$ cat config.mk
export PLATFORM = sky130hd
export DESIGN_NAME = async_fifo
export DESIGN_NICKNAME = d
export VERILOG_FILES = /design/src/rtl/async_fifo.sv
export SDC_FILE = /design/constraint.sdc
export NUM_CORES = 1
export LEC_CHECK = 0
export ABC_AREA = 0
export BUFFER_PORTS_ARGS = -buffer_cell sky130_fd_sc_hd__buf_2
export CORE_MARGIN = 1.5
export CORE_UTILIZATION = 40
export CTS_BUF_LIST = sky130_fd_sc_hd__clkbuf_2
export DETAILED_ROUTE_END_ITERATION = 8
export SLEW_MARGIN = 10
export SYNTH_ARGS = -nofsm -noshare
export SYNTH_HDL_FRONTEND = slang
export SYNTH_SLANG_ARGS = --single-unit
$ cat constraint.sdc
create_clock -name wclk -period 2.3 [get_ports wclk]
set_input_delay 0.115 -clock wclk [delete_from_list [all_inputs] [get_ports wclk]]
set_output_delay 0.115 -clock wclk [all_outputs]
set_load 0.005 [all_outputs]
$ cat src/rtl/async_fifo.sv
// Elastic FIFO buffer with first-word-fall-through read data and registered full/empty flags.
// Both ports share wclk; pointers carry an extra wrap bit to tell full from empty.
module async_fifo #(
   parameter int DSIZE = 8,
   parameter int ASIZE = 4
) (
   input  logic             wclk,
   input  logic             wrst_n,
   input  logic             winc,
   input  logic [DSIZE-1:0] wdata,
   input  logic             rinc,
   output logic [DSIZE-1:0] rdata,
   output logic             wfull,
   output logic             rempty
);

   localparam int DEPTH = 1 << ASIZE;

   logic [DSIZE-1:0] mem [DEPTH];
   logic [ASIZE:0]   wptr;
   logic [ASIZE:0]   rptr;
   logic [ASIZE:0]   wptr_nxt;
   logic [ASIZE:0]   rptr_nxt;
   logic             wr_en;
   logic             rd_en;

   assign wr_en    = winc & ~wfull;
   assign rd_en    = rinc & ~rempty;
   assign wptr_nxt = wptr + {{ASIZE{1'b0}}, wr_en};
   assign rptr_nxt = rptr + {{ASIZE{1'b0}}, rd_en};

   // Storage is deliberately left out of reset.
   always_ff @(posedge wclk) begin
      if (wr_en) begin
         mem[wptr[ASIZE-1:0]] <= wdata;
      end
   end

   // Flags come from the post-edge pointers so they track the edge with no extra lag.
   always_ff @(posedge wclk or negedge wrst_n) begin
      if (!wrst_n) begin
         wptr   <= '0;
         rptr   <= '0;
         rempty <= 1'b1;
         wfull  <= 1'b0;
      end else begin
         wptr   <= wptr_nxt;
         rptr   <= rptr_nxt;
         rempty <= (rptr_nxt == wptr_nxt);
         wfull  <= (wptr_nxt[ASIZE] != rptr_nxt[ASIZE]) &&
                   (wptr_nxt[ASIZE-1:0] == rptr_nxt[ASIZE-1:0]);
      end
   end

   assign rdata = mem[rptr[ASIZE-1:0]];

endmodule

=== Word level (Yosys, flattened, before mapping) ===
Memories as Yosys holds them, arrays and structs flattened.
Index checks and enable logic that the tools add are counted.

* Register bits after elaboration: 12
* RAM bits: 128
* Input port bits: 12
* Word-level logic and storage cells: 17
* Memories: 1

{| class="wikitable"
|+ Memory list
! name !! words !! bits a word !! read ports !! clocked after Yosys merged registers in !! wr ports !! RTL line !! source
|-
| mem || 16 || 8 || 1 || 0 || 1 || 19 || <nowiki>logic [DSIZE-1:0] mem [DEPTH];</nowiki>
|}

* $add $sub $neg: 2
* Equal/unequal tests: 3
* Multiplexer cells: 2
* Bitwise operators: 4
* Reductions and logical operators: 1

{| class="wikitable"
|+ Operators by type and width
! operator !! number
|-
| 5-bit by 1-bit adder with 5-bit output || 2
|-
| 5-bit == test || 1
|-
| 4-bit == test || 1
|-
| 1-bit AND || 2
|-
| 1-bit 2-to-1 mux || 2
|-
| 1-bit NOT || 2
|-
| 1-bit logical AND || 1
|-
| 1-bit != test || 1
|}

=== Logic depth before layout (Yosys ltp) ===
* Word-level depth: 5
* Mapped depth: 7
* Depth with buffers taken out: 7

=== Worst setup path after synthesis ===
No wires, ideal clock.

* Path type: reg2reg
* Start point: reg wfull
* End point: mem mem[0][0] (enable)
* Library setup time: 383 ps
* Arrival: 1,716 ps
* Required time: 1,917 ps
* Slack: 200 ps
* Stages on the path, launching flop included: 4
* Path buffers: 0
* Path through: dfrtp_1 nor2b_1 or3b_2 nor3_1

* Cells in the longest elaborated chain, start to end: 4

{| class="wikitable"
|+ RTL lines
! what !! RTL line !! source
|-
| start: declaration || 13 || <nowiki>output logic wfull,</nowiki>
|-
| start signal: assignment || 50 || <nowiki>wfull <= (wptr_nxt[ASIZE] != rptr_nxt[ASIZE]) &&</nowiki>
|-
| 1-bit NOT || 27 || <nowiki>assign wr_en = winc & ~wfull;</nowiki>
|-
| 1-bit AND || 27 ||
|-
| 1-bit 2-to-1 mux || 34 || <nowiki>if (wr_en) begin</nowiki>
|-
| 1-bit 2-to-1 mux (not written as such) || 35 || <nowiki>mem[wptr[ASIZE-1:0]] <= wdata;</nowiki>
|-
| end: declaration || 19 ||
|}

Every way passes these cells.

=== Worst setup path after layout ===
* Start point: reg rptr[0]
* End point: out rdata[4]

* Cells in the longest elaborated chain, start to end: 1

{| class="wikitable"
|+ RTL lines
! what !! RTL line !! source
|-
| start: declaration || 21 || <nowiki>logic [ASIZE:0] rptr;</nowiki>
|-
| start signal: assignment || 48 || <nowiki>rptr <= rptr_nxt;</nowiki>
|-
| memory 16 x 8 bit || -- ||
|-
| end: declaration || 12 || <nowiki>output logic [DSIZE-1:0] rdata,</nowiki>
|}

Every way passes these cells.

==> results.md <==
* Drt pass-1 iters at 4
* Endpoint kind of the worst setup timing path: output pin
* Mean area per synthesized cell at 21.1 um2
* Setup Viol. Count Final at 8
* Total of warnings raised by yosys at 0
* Critical Path Start: rptr[0]
* Number of flip-flops and latches in the synthesized netlist at 140
* RSZ-0062 raised after global routing: yes
* Cell occurring most often along the worst timing path: buf_6
* Critical R2R Launch: wfull
* Core area at roughly 13000 um2
* Total Routing Usage GR at 0.164
* Ratio of total power to cell area at about 1200 nW/um2
* Max Transition Viols Final at 0
* Clk Tree Root Cell: clkbuf_2
* Slowest cell delay on critical path at ~0.51 ns
* Maximum resistive drop on vdd at 0.599 mV
* Clk_lat worst skew at ~0.67 ns
* Number of enable flip-flop cells after synthesis at roughly 130
* Vias at roughly 2700
* Antenna fix cells at 0
* Post-route clock period utilization at 1.09
* Post-synth top flop: edfxtp_1
* Final core area utilization at 0.481
* Number of H-tree levels at 4
* Cell area after layout at ~6400 um2
* Peak Freq at between 0.3 and 0.4 GHz
* GP Congestion at 0.776
* Die Area at between 10000 and 15000 um2
* Data arrival time of the worst path at about 2.4 ns
* Synthesized netlist net count at 277
* Count of antenna-violating nets left after detailed routing at 0
* Number of max-cap violations at 0
* Largest net degree at the start of global routing at 34
* Total detailed-routing wirelength at between 10000 and 15000 um
* Clock period minus worst slack at 2.51 ns
* Number of hold-slack violations in the final timing report at 0
* Drc violations at 0
* Post-synthesis to final-layout area growth at 16.7%
* Std cell rows at 42
* DIE HEIGHT at 120 um
* CTS Buf Count at 17
* Worst clock skew at around 0.025 ns
* Count of input and output buffers at 21
* Internal reg-to-reg setup slack at 0.22 ns
* Clk sinks at between 100 and 150
* Total half-perimeter wirelength after legalization and detailed placement at 6390 um
* Run status: finished, violations left
* Netlist area before placement at 5500 um2
* Slew @ Worst Pin at between 0.8 and 0.9 ns
* Fin worst setup slack at -0.207 ns
* Max-Slew Margin vs Limit at 0.436
* Library cell contributing the largest single delay on the critical path: dfrtp_2
* Placed instance area at 5900 um2
* Required time at the worst-slack endpoint at between 2 and 2.5 ns
* Leakage power total at roughly 2.2 nW
* Via density at between 5 and 6
* Die X-Extent at between 100 and 150 um
* Distinct cell type count of the synthesized netlist at 28
* Clock-pin slew on the worst setup and hold paths at 0.19 ns
* Cell type group with the largest total delay on the critical path: flip-flops
* Sum Neg Setup Slack at -1.49 ns
* Post-Syn Instances at around 260
* Worst hold slack after final layout at 0.356 ns
* Number of antenna violations at the first check in global routing at 0
* TritonCTS clock tree: yes
* Kind of path behind the tightest hold check: input port to flip-flop
* Initial standard-cell utilization of the core at 0.412
* Share of synthesized area occupied by flip-flops and latches at 0.753
* Global-route congestion overflow total at 0
* Capture point of the worst reg-to-reg path: wfull
* Initial DRC Count at between 200 and 300
* Net count of the finished layout at about 340
* Top fanout value on the critical path at 8
* Worst Reg-to-Reg Cells at 7
* Critical path buffers and inverters at 3
* Routed length per placed instance at 20.8 um
* Ordered list of cells on the worst path: buf_12 -> buf_6 -> mux4_2 -> a22oi_2 -> nand2_2 -> buf_6
* Number of buffers between clock root and the deepest sink at 2
* Failing checks: negative setup slack
* Ports at 22
* Crit start category: flip-flop
* Number of global-route vias before repair at approximately 2900
* WS Path Type: flip-flop to output pin
* Final total power at around 7.5 mW
* Crit path capture: rdata[4]
* Share of post-route cells with drive strength above 1 at 0.359
* Asr flop ratio synth at 0.0857
* Number of stages on the worst setup path at 6
* Wire length of the first global-routing pass at around 17000 um
[kinds of logic after synthesis]
kind of cell / Yosys count / share of synthesized area
multiplexers: 32 / 0.141
adder cells (fa/ha/maj): 4 / 0.00910
AO/OA/AOI/OAI: 16 / 0.0218
AND/OR/NAND/NOR: 44 / 0.0391
flip-flops: 140 / 0.753
buffers and inverters: 14 / 0.0186
XOR/XNOR: 11 / 0.0175
[layout make-up]
cell class | count | area (um2)
Inverter | 2 | 7.51
Clock inverter | 11 | 103
Tap cell | 176 | 220
Timing Repair Buffer | 60 | 547
Clock buffer | 20 | 100
Fill cell | 1134 | 6930
Sequential cell | 140 | 4150
Multi-Input combinational cell | 107 | 1300
[state kept, by name (all words and copies together) (netlist names)]
register / cells
mem: 128
rptr: 5
wptr: 5
rempty: 1
wfull: 1
[layer usage]
metal,global-route usage,share of wire,wire (um),vias to the layer above
li1,-,-,-,1208
met1,0.216,0.45,4800,1393
met2,0.259,0.50,5360,77
met3,0.0467,0.048,519,7
met4,0.0632,0.0076,82,0
met5,0,0,0,-
[report_power, final]
group	internal [mW]	switching, mW
Combinational	1.45	1.40
Sequential	3.14	0.204
Clock	0.483	0.804
Total	5.07	2.41
[synthesized netlist by cell type (3+ instances only)]
| master | number | area [um2] |
|---|---|---|
| edfxtp_1 | 128 | 3840 |
| mux4_2 | 18 | 405 |
| a22oi_1 | 16 | 120 |
| mux4_1 | 14 | 368 |
| nor2_1 | 13 | 48.8 |
| dfrtp_1 | 11 | 275 |
| nand2_1 | 9 | 33.8 |
| xor2_1 | 9 | 78.8 |
| nand3_1 | 5 | 25.0 |
| nor3_1 | 5 | 25.0 |
| buf_4 | 4 | 30.0 |
| buf_6 | 4 | 45.0 |
| ha_1 | 4 | 50.1 |
| nor2b_1 | 3 | 18.8 |
[how the worst min path moves through the flow]
stage              from         end  slack [ns]  cells past startpoint
2_1_floorplan    wrst_n     rptr[0]       -0.18                      0
3_3_place_gp     wrst_n     rptr[4]       0.002                      1
3_5_place_dp     wrst_n     rptr[4]       0.005                      1
4_1_cts        wdata[2]  mem[14][2]        0.26                      2
5_1_grt        wdata[0]  mem[14][0]        0.26                      2
6_report       wdata[2]  mem[14][2]        0.36                      2
[metrics by stage]
step                      setup slack [ns]  cells
after global placement               0.319    465
after detailed placement             0.262    465
after global routing                -0.370    516
after floorplan                      0.200    261
after CTS                           -0.315    513
final                               -0.207    516
[what timing repair did]
action / CTS / global route
setup endpoints to repair: 8 / 8
hold endpoints to repair: 143 / 0
gates resized for setup: 17 / 16
pin swaps: 2 / 9
hold buffers: 12 / 0
setup buffers: 3 / 2
gates cloned: 2 / 1
[cells in the final DEF, fill, tap and decap left out, drive strengths merged, types with 5 or more instances in the layout]
cell type	instances
clkinv	8
dfrtp	11
clkbuf	21
dlygate4sd3	12
xor2	9
nand2	9
mux4	32
edfxtp	128
a22oi	16
nand3	5
nor3	5
buf	47
nor2	13
Note: power is estimated with default switching activity, not from simulation.
